[config.mk]
export PLATFORM = sky130hd
export DESIGN_NAME = io_region_ctrl
export DESIGN_NICKNAME = d
export VERILOG_FILES = /design/src/rtl/io_region_ctrl.sv
export SDC_FILE = /design/constraint.sdc
export NUM_CORES = 1
export LEC_CHECK = 0
export ABC_AREA = 1
export ABC_CLOCK_PERIOD_IN_PS = 5900
export CORE_MARGIN = 10
export CORE_UTILIZATION = 44
export CTS_BUF_LIST = sky130_fd_sc_hd__clkbuf_16
export DETAILED_ROUTE_END_ITERATION = 8
export GPL_ROUTABILITY_DRIVEN = 0
export PLACE_DENSITY = 0.83
export SKIP_LAST_GASP = 1
export SLEW_MARGIN = 20
export SYNTH_ARGS = -nofsm -noshare
export SYNTH_HDL_FRONTEND = slang
export SYNTH_SLANG_ARGS = --single-unit
[constraint.sdc]
create_clock -name clk -period 5.9 [get_ports clk]
set_clock_uncertainty 0.2 [all_clocks]
set_input_delay 1.18 -clock clk [delete_from_list [all_inputs] [get_ports clk]]
set_output_delay 1.18 -clock clk [all_outputs]
set_load 0.01 [all_outputs]
[src/rtl/io_region_ctrl.sv]
// Memory-mapped IO controller: registered region decode with one-hot enables and offsets,
// a fixed two-stage read return path, and sticky clear-on-read push-button registers.
module io_region_ctrl #(
   parameter int unsigned ADDR_W = 22,
   parameter int unsigned DATA_W = 32,
   parameter int unsigned N_REG  = 5,
   parameter logic [N_REG*ADDR_W-1:0] REG_BASE =
      {22'd307320, 22'd120, 22'd116, 22'd100, 22'd0},
   parameter logic [N_REG*ADDR_W-1:0] REG_LIMIT =
      {22'd614512, 22'd307319, 22'd116, 22'd100, 22'd96},
   parameter int unsigned BTN_N    = 3,
   parameter int unsigned BTN_BASE = 104,
   localparam int unsigned SEL_W   = (BTN_N > 1) ? $clog2(BTN_N) : 1,
   localparam int unsigned IDX_W   = (N_REG > 1) ? $clog2(N_REG) : 1
) (
   input  logic                    clk,
   input  logic                    rst_n,
   input  logic                    req_valid,
   input  logic                    req_we,
   input  logic [ADDR_W-1:0]       req_addr,
   input  logic [DATA_W-1:0]       req_wdata,
   input  logic [N_REG*DATA_W-1:0] reg_rdata,
   input  logic [BTN_N-1:0]        btn_raw,
   output logic [N_REG-1:0]        reg_en,
   output logic                    reg_we,
   output logic [ADDR_W-1:0]       reg_off,
   output logic [DATA_W-1:0]       reg_wdata,
   output logic                    rd_valid,
   output logic [DATA_W-1:0]       rd_data,
   output logic                    err,
   output logic [SEL_W-1:0]        btn_sel
);

   // Stage 0 decode
   logic              region_hit;
   logic [IDX_W-1:0]  hit_idx;
   logic [ADDR_W-1:0] hit_off;
   logic [BTN_N-1:0]  btn_hit;
   logic              btn_hit_any;
   logic [SEL_W-1:0]  btn_idx;
   logic              region_en;
   logic [N_REG-1:0]  reg_en_d;

   // Stage 1 / stage 2 state
   logic [N_REG-1:0]  reg_en_q;
   logic              reg_we_q;
   logic [ADDR_W-1:0] reg_off_q;
   logic [DATA_W-1:0] reg_wdata_q;
   logic              err_q;
   logic              s1_rd_q;
   logic              s1_btn_q;
   logic              s1_btn_val_q;
   logic              rd_valid_q;
   logic [DATA_W-1:0] rd_data_q;
   logic [DATA_W-1:0] rdata_sel;

   // Button state
   logic [BTN_N-1:0]  sync1_q;
   logic [BTN_N-1:0]  sync2_q;
   logic [BTN_N-1:0]  prev_q;
   logic [BTN_N-1:0]  sticky_q;
   logic [BTN_N-1:0]  sticky_d;
   logic [BTN_N-1:0]  btn_edge;
   logic [BTN_N-1:0]  btn_clr;
   logic [SEL_W-1:0]  btn_sel_q;
   logic [SEL_W-1:0]  btn_sel_d;

   // Descending scan so the lowest matching index is the one left standing.
   always_comb begin
      region_hit = 1'b0;
      hit_idx    = '0;
      for (int i = N_REG - 1; i >= 0; i--) begin
         if (req_addr >= REG_BASE[i*ADDR_W +: ADDR_W] &&
             req_addr <= REG_LIMIT[i*ADDR_W +: ADDR_W]) begin
            region_hit = 1'b1;
            hit_idx    = IDX_W'(i);
         end
      end
      hit_off = req_addr - REG_BASE[hit_idx*ADDR_W +: ADDR_W];
   end

   always_comb begin
      btn_hit     = '0;
      btn_hit_any = 1'b0;
      btn_idx     = '0;
      for (int i = BTN_N - 1; i >= 0; i--) begin
         if (req_addr == ADDR_W'(BTN_BASE + 4 * i)) begin
            btn_hit[i]  = 1'b1;
            btn_hit_any = 1'b1;
            btn_idx     = SEL_W'(i);
         end
      end
   end

   assign region_en = region_hit && !btn_hit_any;
   assign reg_en_d  = region_en ? (N_REG'(1) << hit_idx) : '0;

   always_comb begin
      rdata_sel = '0;
      for (int i = 0; i < N_REG; i++) begin
         if (reg_en_q[i]) rdata_sel = rdata_sel | reg_rdata[i*DATA_W +: DATA_W];
      end
   end

   // A new edge overrides a same-cycle clear, so a press is never lost.
   assign btn_edge = sync2_q & ~prev_q;
   assign btn_clr  = (req_valid && (!req_we || req_wdata[0])) ? btn_hit : '0;
   assign sticky_d = (sticky_q & ~btn_clr) | btn_edge;

   always_comb begin
      btn_sel_d = btn_sel_q;
      for (int i = BTN_N - 1; i >= 0; i--) begin
         if (btn_edge[i]) btn_sel_d = SEL_W'(i);
      end
   end

   always_ff @(posedge clk) begin
      if (!rst_n) begin
         reg_en_q     <= '0;
         reg_we_q     <= 1'b0;
         reg_off_q    <= '0;
         reg_wdata_q  <= '0;
         err_q        <= 1'b0;
         s1_rd_q      <= 1'b0;
         s1_btn_q     <= 1'b0;
         s1_btn_val_q <= 1'b0;
      end else begin
         reg_en_q     <= req_valid ? reg_en_d : '0;
         reg_we_q     <= req_valid && region_en && req_we;
         err_q        <= req_valid && !region_hit && !btn_hit_any;
         s1_rd_q      <= req_valid && !req_we;
         s1_btn_q     <= btn_hit_any;
         s1_btn_val_q <= sticky_q[btn_idx];
         if (req_valid && region_en) begin
            reg_off_q   <= hit_off;
            reg_wdata_q <= req_wdata;
         end
      end
   end

   always_ff @(posedge clk) begin
      if (!rst_n) begin
         rd_valid_q <= 1'b0;
         rd_data_q  <= '0;
      end else begin
         rd_valid_q <= s1_rd_q;
         if (s1_rd_q) begin
            if (s1_btn_q)   rd_data_q <= DATA_W'(s1_btn_val_q);
            else if (err_q) rd_data_q <= '0;
            else            rd_data_q <= rdata_sel;
         end
      end
   end

   always_ff @(posedge clk) begin
      if (!rst_n) begin
         sync1_q   <= '0;
         sync2_q   <= '0;
         prev_q    <= '0;
         sticky_q  <= '0;
         btn_sel_q <= '0;
      end else begin
         sync1_q   <= btn_raw;
         sync2_q   <= sync1_q;
         prev_q    <= sync2_q;
         sticky_q  <= sticky_d;
         btn_sel_q <= btn_sel_d;
      end
   end

   assign reg_en    = reg_en_q;
   assign reg_we    = reg_we_q;
   assign reg_off   = reg_off_q;
   assign reg_wdata = reg_wdata_q;
   assign err       = err_q;
   assign rd_valid  = rd_valid_q;
   assign rd_data   = rd_data_q;
   assign btn_sel   = btn_sel_q;

endmodule
==> results of run 1 <==
[power breakdown]
group / total, mW / leakage, nW / switching [mW] / internal (mW)
logic: 0.459 / 3.15 / 0.217 / 0.243
clock network: 0.643 / 0.156 / 0.302 / 0.341
registers: 0.794 / 0.904 / 0.0158 / 0.778
[cell usage after synthesis, types with 3 or more instances]
cell	count	area, um2
sky130_fd_sc_hd__a21oi_1	81	405
sky130_fd_sc_hd__nand3_1	85	425
sky130_fd_sc_hd__xor2_1	7	61.3
sky130_fd_sc_hd__nand4_1	12	75.1
sky130_fd_sc_hd__a22o_1	32	280
sky130_fd_sc_hd__buf_6	3	33.8
sky130_fd_sc_hd__dfxtp_1	111	2220
sky130_fd_sc_hd__nand2_1	275	1030
sky130_fd_sc_hd__a221oi_1	32	280
sky130_fd_sc_hd__buf_1	4	15.0
sky130_fd_sc_hd__inv_1	95	357
sky130_fd_sc_hd__clkbuf_1	37	139
sky130_fd_sc_hd__nor2_4	4	45.0
sky130_fd_sc_hd__buf_2	10	50.1
sky130_fd_sc_hd__o21ai_0	14	70.1
sky130_fd_sc_hd__nor2_1	101	379
sky130_fd_sc_hd__nand3_2	4	40.0
sky130_fd_sc_hd__nor3_1	10	50.1
sky130_fd_sc_hd__ha_1	12	150
sky130_fd_sc_hd__inv_2	8	30.0
sky130_fd_sc_hd__a21oi_2	17	149
sky130_fd_sc_hd__nor2_2	4	25.0
[stage by stage]
| step | worst slack [ns] | total power, mW | hold WS (ns) | instance area (um2) | instances |
|---|---|---|---|---|---|
| floorplan | 1.87 | 1.01 | 0.190 | 6440 | 977 |
| global placement | 0.895 | 1.26 | 0.197 | 9670 | 1432 |
| detailed placement | 0.811 | 1.27 | 0.202 | 9670 | 1432 |
| CTS | 1.17 | 1.91 | 0.224 | 9980 | 1448 |
| global route | 0.663 | 1.98 | 0.239 | 9990 | 1450 |
| finish | 1.13 | 1.90 | 0.220 | 9990 | 1450 |
[worst reg2reg max path: stages (launching register included)]
cell	delay [ns]
sky130_fd_sc_hd__dfxtp_1	0.37
sky130_fd_sc_hd__inv_1	0.48
sky130_fd_sc_hd__nor3_2	0.26
sky130_fd_sc_hd__buf_4	0.38
sky130_fd_sc_hd__nand2_1	0.11
sky130_fd_sc_hd__a21oi_1	0.14
[placed cells by master, fill, tap and decap left out, types with 9 or more instances in the layout]
| cell | n |
|---|---|
| sky130_fd_sc_hd__nand3_1 | 85 |
| sky130_fd_sc_hd__nand4_1 | 12 |
| sky130_fd_sc_hd__o21ai_0 | 14 |
| sky130_fd_sc_hd__nor3_1 | 9 |
| sky130_fd_sc_hd__ha_1 | 12 |
| sky130_fd_sc_hd__dfxtp_1 | 111 |
| sky130_fd_sc_hd__clkbuf_16 | 9 |
| sky130_fd_sc_hd__a21oi_2 | 17 |
| sky130_fd_sc_hd__inv_1 | 95 |
| sky130_fd_sc_hd__a221oi_1 | 32 |
| sky130_fd_sc_hd__a22o_1 | 32 |
| sky130_fd_sc_hd__clkdlybuf4s50_1 | 314 |
| sky130_fd_sc_hd__a21oi_1 | 81 |
| sky130_fd_sc_hd__nor2_1 | 101 |
| sky130_fd_sc_hd__nand2_1 | 275 |
| sky130_fd_sc_hd__buf_4 | 9 |
[cells by family after synthesis]
group           after synthesis  synth area share, %
buf+inv                     159                 9.80
flops                       111                 34.5
compound gates              183                 19.1
fa+ha+maj                    12                 2.33
xor+xnor                      8                 1.09
simple gates                504                 33.2
[sequential cells by signal (all words and copies together) (netlist names)]
| name | cells |
|---|---|
| err | 1 |
| sync1_q | 3 |
| reg_we | 1 |
| s1_btn_q | 1 |
| reg_off | 22 |
| reg_wdata | 32 |
| sync2_q | 3 |
| s1_btn_val_q | 1 |
| prev_q | 3 |
| s1_rd_q | 1 |
| btn_sel | 2 |
| rd_valid | 1 |
| reg_en | 5 |
| rd_data | 32 |
| sticky_q | 3 |
[layout make-up]
cell class                 count  area, um2  area share (%)
clock inverter                 7       86.3           0.865
inverter                     105        394            3.95
sequential                   111       2220            22.3
tap                          184        230            2.31
multi-input combinational    707       3600            36.0
clock buffer                   9        225            2.26
timing repair buffer         325       3230            32.3
antenna                        2       5.00          0.0501
[per-layer routing]
metal	track usage (%)	vias up	wire length, um
met4	7.88	0	542
met2	40.1	365	12100
li1	-	3792	-
met3	10.4	37	3150
met1	26.9	3355	9760
met5	0	-	0
[final timing paths]
kind | startpoint | to | slack, ns | depth (start not counted)
setup / recovery | req_addr[16] | reg_off[21]$_SDFFE_PN0P_ | 1.13 | 23
hold / removal | sync1_q[1]$_SDFF_PN0_ | sync2_q[1]$_SDFF_PN0_ | 0.22 | 2
setup reg to reg | s1_rd_q$_SDFF_PN0_ | rd_data[31]$_SDFFE_PN0P_ | 3.86 | 5
hold reg to reg | sync1_q[1]$_SDFF_PN0_ | sync2_q[1]$_SDFF_PN0_ | 0.22 | 2
==> impl_table.tex, run 1 <==
\begin{tabular}{lr}
\hline
Metric & Value \\
\hline
\multicolumn{2}{l}{\textbf{Critical path}} \\
\quad CP max FO & 8 \\
\quad Crit path buffers/inverters & 4 \\
\quad Series of cell instances along the critical path & clkdlybuf4s50\_1, nor2\_4, inv\_1, nor2\_1, nand3\_1, nand3\_2, nand2\_1, inv\_1, ha\_1, nand2\_1, o21a\_1, ha\_1, inv\_1, o21ai\_0, nand2\_1, nand2\_1, nand2\_1, nand3\_1, nand2\_1, nand2\_1, nand3\_1, nand2\_1, nor2\_1 \\
\quad Sort of element at the start of the critical path & input port \\
\quad Most frequent cell on the critical path & sky130\_fd\_sc\_hd\_\_nand2\_1 \\
\quad Crit path required time & between 5 and 6 ns \\
\quad CP Class & in2reg \\
\quad Data arrival time of the critical path & about 4.8 ns \\
\quad Cell family contributing the most delay on the critical path & simple AND/OR/NAND/NOR gates \\
\quad Critical Path Slowest Stage Cell & sky130\_fd\_sc\_hd\_\_clkdlybuf4s50\_1 \\
\quad Worst setup EP type & flop \\
\quad Largest stage delay on the critical path & approximately 0.55 ns \\
\multicolumn{2}{l}{\textbf{Drt}} \\
\quad Total via count after detailed routing & between 7,000 and 8,000 \\
\quad Detail-routed net length per standard cell & approximately 18 um \\
\quad Remaining antenna violation count after routing & 0 \\
\quad First-iteration detailed-routing DRC count & roughly 540 \\
\quad Detail-routed via count per cell & 5.21 \\
\quad Total wirelength of the detailed-routed design & approximately 26,000 um \\
\quad Detailed Routing Iterations Pass 1 & 5 \\
\quad DRC viols & 0 \\
\multicolumn{2}{l}{\textbf{Logic synthesis}} \\
\quad Gate count of the mapped netlist & between 900 and 1,000 \\
\quad \#FFs+latches synth & 111 \\
\quad Portion of the post-synthesis area used by sequential elements & $\sim$34\% \\
\quad Asr flop ratio synth & 0\% \\
\quad Mapped Area & around 0.0064 mm2 \\
\quad Count of flip-flops with a built-in enable after synthesis & 0 \\
\quad Number of unique standard cell types used by synthesis & 37 \\
\quad Dominant register cell in the synthesized netlist & sky130\_fd\_sc\_hd\_\_dfxtp\_1 \\
\quad Mapped Nets & 1,210 \\
\quad Avg Cell Area, Syn & between 6 and 7 um2 \\
\quad Yosys warnings & 0 \\
\multicolumn{2}{l}{\textbf{Placement}} \\
\quad I/O Buffers & between 300 and 400 \\
\quad Total half-perimeter wirelength after legalization and detailed placement & between 15,000 and 20,000 um \\
\multicolumn{2}{l}{\textbf{Flow run}} \\
\quad Total of max-cap violations & 0 \\
\multicolumn{2}{l}{\textbf{Power and ir drop}} \\
\quad Standby leakage power & $\sim$4.2 nW \\
\quad Power density cells & 190 mW/mm2 \\
\quad Worst vdd ir & between 150 and 200 uV \\
\multicolumn{2}{l}{\textbf{CTS}} \\
\quad Clock tree from TritonCTS & yes \\
\quad Hold-fix buffers at CTS & 0 \\
\quad CTS buffer count & 9 \\
\quad Maximum level of the CTS H-tree & 3 \\
\quad Resized Gates After CTS & 0 \\
\quad Number of buffers on the longest clock path & 2 \\
\quad Clock latency on the worst-skew pair & between 0.3 and 0.4 ns \\
\quad Setup Buffers After CTS & 0 \\
\quad Clk pin slew, worst setup/hold paths & about 0.08 ns \\
\quad Clock root cell & sky130\_fd\_sc\_hd\_\_clkbuf\_16 \\
\quad Clk sink count & 111 \\
\multicolumn{2}{l}{\textbf{Worst hold path}} \\
\quad Worst min-delay path category & reg2reg \\
\multicolumn{2}{l}{\textbf{Layout}} \\
\quad Share of final-layout standard cells stronger than drive strength 1 & $\sim$5.3\% \\
\quad Filler Cell Count & 1,267 \\
\quad Layout Nets & about 1,500 \\
\quad Signed area change from the synthesized netlist to the final layout & 54.9\% \\
\quad Core occupancy in the finished layout & between 60\% and 70\% \\
\multicolumn{2}{l}{\textbf{Global routing}} \\
\quad Vias in the first global route & just over 7,000 \\
\quad Congestion Overflow GR & 0 \\
\quad Global-route wire length before repair & between 30,000 and 40,000 um \\
\quad Initial antenna violation count & 2 \\
\quad Largest net degree at the start of global routing & 108 \\
\quad Global-route usage over all layers & 24.1\% \\
\multicolumn{2}{l}{\textbf{STA}} \\
\quad Highest clock rate & 210 MHz \\
\quad Crit path time final & around 4.8 ns \\
\quad Period utilization & 80.8\% \\
\quad Worst-Margin Slew & 1.10 ns \\
\quad Final max-slew violation count & 0 \\
\quad Final hold viol count & 0 \\
\quad Unrepaired setup endpoints after global routing & false \\
\quad Aggregate negative setup slack & 0 ns \\
\quad Final-report setup violation count & 0 \\
\quad Rel. slew slack & about a quarter \\
\multicolumn{2}{l}{\textbf{Floorplanning}} \\
\quad FP Rows & 44 \\
\quad Die height & around 140 um \\
\quad Die Width & between 100 and 150 um \\
\quad Starting density of the core & between 40\% and 50\% \\
\quad Die area & $\sim$0.020 mm2 \\
\quad Count of pins on the block boundary & roughly 320 \\
\quad Placeable Area & about 0.014 mm2 \\
\multicolumn{2}{l}{\textbf{Run status}} \\
\quad Result of the run & complete, no violations \\
\hline
\end{tabular}
(Power assumes the default switching activity.)
==> inputs of run 2 (changes only) <==
--- a/config.mk
+++ b/config.mk
@@ -6,13 +6,13 @@
 export NUM_CORES = 1
 export LEC_CHECK = 0
 export ABC_AREA = 1
-export ABC_CLOCK_PERIOD_IN_PS = 5900
+export ABC_CLOCK_PERIOD_IN_PS = 3900
 export CORE_MARGIN = 10
-export CORE_UTILIZATION = 44
+export CORE_UTILIZATION = 37
 export CTS_BUF_LIST = sky130_fd_sc_hd__clkbuf_16
 export DETAILED_ROUTE_END_ITERATION = 8
 export GPL_ROUTABILITY_DRIVEN = 0
-export PLACE_DENSITY = 0.83
+export PLACE_DENSITY = 0.74
 export SKIP_LAST_GASP = 1
 export SLEW_MARGIN = 20
 export SYNTH_ARGS = -nofsm -noshare
==> constraint.sdc (replaced) <==
create_clock -name clk -period 3.9 [get_ports clk]
set_clock_uncertainty 0.2 [all_clocks]
set_input_delay 0.78 -clock clk [delete_from_list [all_inputs] [get_ports clk]]
set_output_delay 0.78 -clock clk [all_outputs]
set_load 0.01 [all_outputs]
==> impl_table.tex, run 2 (synthesized netlist as in run 1, its figures left out) <==
\begin{tabular}{lr}
\hline
Metric & Value \\
\hline
\multicolumn{2}{l}{\textbf{Critical path}} \\
\quad CP Class & in2reg \\
\quad Sort of element at the start of the critical path & input port \\
\quad Worst setup EP type & flop \\
\quad Data arrival time of the critical path & 3.85 ns (-0.96 ns) \\
\quad CP max FO & 5 (-3) \\
\quad Launching point of the worst reg2reg path & s1\_rd\_q\$\_SDFF\_PN0\_ \\
\quad Worst setup path start & req\_addr[19] \\
\quad Crit path required time & 3.95 ns (-1.99 ns) \\
\multicolumn{2}{l}{\textbf{Global routing}} \\
\quad Vias in the first global route & 7,697 (+6.6\%) \\
\quad Initial antenna violation count & 2 (unchanged) \\
\quad Global-route usage over all layers & 22.6\% (-1.4 points) \\
\quad Largest net degree at the start of global routing & 68 (-37\%) \\
\quad Congestion Overflow GR & 0 (unchanged) \\
\quad Global-route wire length before repair & 42,600 um (+10\%) \\
\multicolumn{2}{l}{\textbf{Layout}} \\
\quad Most frequent cells in the layout & sky130\_fd\_sc\_hd\_\_clkdlybuf4s50\_1, sky130\_fd\_sc\_hd\_\_nand2\_1, sky130\_fd\_sc\_hd\_\_buf\_4 \\
\quad Signed area change from the synthesized netlist to the final layout & 73.4\% \\
\quad Core occupancy in the finished layout & 65.1\% (-4.2 points) \\
\quad Non-filler cells, final & 1,601 (+10\%) \\
\quad Filler Cell Count & 1,507 (+19\%) \\
\quad Share of final-layout standard cells stronger than drive strength 1 & 17.0\% (+12 points) \\
\quad Area of all placed cells without fillers & 0.0112 mm2 (+12\%) \\
\quad Most frequent standard cell in the layout excluding fill and tap cells & sky130\_fd\_sc\_hd\_\_clkdlybuf4s50\_1 \\
\quad Layout Nets & 1,601 (+7.3\%) \\
\multicolumn{2}{l}{\textbf{STA}} \\
\quad Final max-slew violation count & 0 (unchanged) \\
\quad Final setup margin & 0.103 ns (-1.03 ns) \\
\quad Crit path time final & about 3.8 ns \\
\quad Final hold viol count & 0 (unchanged) \\
\quad Worst-Margin Slew & 1.02 ns (-0.0797 ns) \\
\quad Rel. slew slack & 31.4\% (+5.0 points) \\
\quad Final-report setup violation count & 0 (unchanged) \\
\quad Period utilization & 97.4\% \\
\quad Aggregate negative setup slack & 0 ns (unchanged) \\
\quad Final worst hold slack & 0.221 ns (+0.000426 ns) \\
\quad Highest clock rate & about 260 MHz \\
\multicolumn{2}{l}{\textbf{Drt}} \\
\quad Detail-routed net length per standard cell & 17.9 um (+1.5\%) \\
\quad DRC viols & 0 (unchanged) \\
\quad Detailed Routing Iterations Pass 1 & 5 (unchanged) \\
\quad Total wirelength of the detailed-routed design & 28,600 um (+12\%) \\
\quad Remaining antenna violation count after routing & 0 (unchanged) \\
\quad Total via count after detailed routing & 8,101 (+7.3\%) \\
\quad Detail-routed via count per cell & 5.06 (-2.8\%) \\
\quad First-iteration detailed-routing DRC count & 466 (-14\%) \\
\multicolumn{2}{l}{\textbf{Floorplanning}} \\
\quad FP Rows & 48 (+9.1\%) \\
\quad Die area & 0.0231 mm2 (+16\%) \\
\quad Die Width & 152 um (+7.8\%) \\
\quad Placeable Area & 0.0172 mm2 (+19\%) \\
\quad Count of pins on the block boundary & 317 (unchanged) \\
\quad Die height & 152 um (+7.8\%) \\
\quad Starting density of the core & 37.5\% (-7.2 points) \\
\multicolumn{2}{l}{\textbf{Power and ir drop}} \\
\quad Worst vdd ir & 241 uV (+42\%) \\
\quad Total power consumption of the routed design & 3.02 mW (+59\%) \\
\quad Power density cells & 270 mW/mm2 (+42\%) \\
\quad Standby leakage power & 4.85 nW (+15\%) \\
\multicolumn{2}{l}{\textbf{Placement}} \\
\quad Total half-perimeter wirelength after legalization and detailed placement & 21,900 um (+12\%) \\
\quad Worst slack, placed & -0.434 ns (-1.25 ns) \\
\quad Dpl cell area & 0.0105 mm2 (+8.6\%) \\
\quad I/O Buffers & 316 (unchanged) \\
\quad Instance count after placement with tap cells included & 1,572 (+9.8\%) \\
\multicolumn{2}{l}{\textbf{CTS}} \\
\quad CTS buffer count & 9 (unchanged) \\
\quad Number of buffers on the longest clock path & 2 (unchanged) \\
\quad Clk pin slew, worst setup/hold paths & 0.09 ns (about the same) \\
\quad Clk sink count & 111 (unchanged) \\
\quad Clock latency on the worst-skew pair & 0.36 ns (about the same) \\
\quad Clock root cell & sky130\_fd\_sc\_hd\_\_clkbuf\_16 \\
\quad Clock tree from TritonCTS & yes \\
\quad Maximum level of the CTS H-tree & 3 (unchanged) \\
\multicolumn{2}{l}{\textbf{Flow run}} \\
\quad Total of max-cap violations & 0 (unchanged) \\
\multicolumn{2}{l}{\textbf{Run status}} \\
\quad Result of the run & complete, no violations \\
\multicolumn{2}{l}{\textbf{Worst hold path}} \\
\quad Worst min-delay path category & reg2reg \\
\quad Start point of the worst hold path & sync1\_q[2]\$\_SDFF\_PN0\_ \\
\hline
\end{tabular}
run 2: changes by cell type in the layout (fill, tap and decap cells not counted), moves of 8 or more:
cell | previous run | this run
sky130_fd_sc_hd__ha_1 | 12 | 3
sky130_fd_sc_hd__nand2_1 | 275 | 263
sky130_fd_sc_hd__nand2_2 | 1 | 12
sky130_fd_sc_hd__buf_4 | 9 | 116
sky130_fd_sc_hd__dlymetal6s2s_1 | 0 | 11
sky130_fd_sc_hd__ha_4 | 0 | 8
sky130_fd_sc_hd__inv_1 | 95 | 86
sky130_fd_sc_hd__nor2_1 | 101 | 86
sky130_fd_sc_hd__nor2_2 | 4 | 16
sky130_fd_sc_hd__clkdlybuf4s50_1 | 314 | 300
run 2: metal layers:
metal / global-route usage, % / wire (um) / vias up
li1: - / - / 4009
met1: 26.5 / 11600 / 3703
met2: 38.3 / 13900 / 351
met3: 7.68 / 2520 / 38
met4: 6.56 / 587 / 0
met5: 0 / 0 / -
run 2: path summary, 6_finish.rpt:
| path | slack (ns) | to | depth (start not counted) |
|---|---|---|---|
| max reg2reg | 1.45 | rd_data[2]$_SDFFE_PN0P_ | 5 |
| min | 0.22 | sync2_q[2]$_SDFF_PN0_ | 2 |
| min reg2reg | 0.22 | sync2_q[2]$_SDFF_PN0_ | 2 |
| max | 0.10 | reg_off[18]$_SDFFE_PN0P_ | 27 |
run 2: layout make-up:
| cell class | count | area (um2) | share of cell area (%) |
|---|---|---|---|
| tap | 225 | 282 | 2.52 |
| antenna | 3 | 7.51 | 0.0672 |
| timing repair buffer | 434 | 4100 | 36.7 |
| clock buffer | 9 | 225 | 2.02 |
| clock inverter | 7 | 93.8 | 0.840 |
| sequential | 111 | 2220 | 19.9 |
| inverter | 105 | 399 | 3.57 |
| multi-input combinational | 707 | 3840 | 34.4 |
run 2: worst max-delay path, stage by stage:
cell                              delay [ns]
sky130_fd_sc_hd__clkdlybuf4s50_1        0.43
sky130_fd_sc_hd__inv_2                  0.12
sky130_fd_sc_hd__nand2_2                0.08
sky130_fd_sc_hd__nor2_4                 0.11
sky130_fd_sc_hd__inv_1                  0.06
sky130_fd_sc_hd__nor2_1                 0.09
sky130_fd_sc_hd__nand3_1                0.11
sky130_fd_sc_hd__nand3_2                0.15
sky130_fd_sc_hd__nand2_2                0.11
sky130_fd_sc_hd__inv_4                  0.10
sky130_fd_sc_hd__ha_4                   0.14
sky130_fd_sc_hd__nand2_2                0.06
sky130_fd_sc_hd__o21ai_2                0.06
sky130_fd_sc_hd__inv_2                  0.08
sky130_fd_sc_hd__ha_4                   0.29
sky130_fd_sc_hd__nand2_2                0.07
sky130_fd_sc_hd__nor3_2                 0.17
sky130_fd_sc_hd__nand2_1                0.11
sky130_fd_sc_hd__nand2_2                0.15
sky130_fd_sc_hd__nand2_2                0.09
sky130_fd_sc_hd__buf_4                  0.15
sky130_fd_sc_hd__nand3_1                0.06
sky130_fd_sc_hd__nand2_1                0.05
sky130_fd_sc_hd__nand2_1                0.05
sky130_fd_sc_hd__nand3_1                0.07
sky130_fd_sc_hd__nand2_1                0.07
sky130_fd_sc_hd__nor2_1                 0.04
run 2: power by group:
part	total (mW)	leakage, nW	switching (mW)	internal (mW)
logic	0.849	3.80	0.380	0.470
registers	1.20	0.904	0.0240	1.18
clock network	0.967	0.154	0.501	0.466
total	3.02	4.85	0.905	2.11
run 2: repair_timing:
| item | in CTS | in global routing |
|---|---|---|
| endpoints found under the setup margin | 9 | 17 |
| buffers inserted | 2 | 8 |
| gates cloned | 0 | 0 |
| resized for setup | 13 | 70 |
| hold buffers | 0 | 0 |
| pin swaps | 4 | 32 |
==> inputs of run 3 (changes only) <==
--- a/config.mk
+++ b/config.mk
@@ -9,7 +9,6 @@
 export ABC_CLOCK_PERIOD_IN_PS = 3900
 export CORE_MARGIN = 10
 export CORE_UTILIZATION = 37
-export CTS_BUF_LIST = sky130_fd_sc_hd__clkbuf_16
 export DETAILED_ROUTE_END_ITERATION = 8
 export GPL_ROUTABILITY_DRIVEN = 0
 export PLACE_DENSITY = 0.74
==> results of run 3 <==
No change in the layout: final DEF, timing and power equal those of run 2.
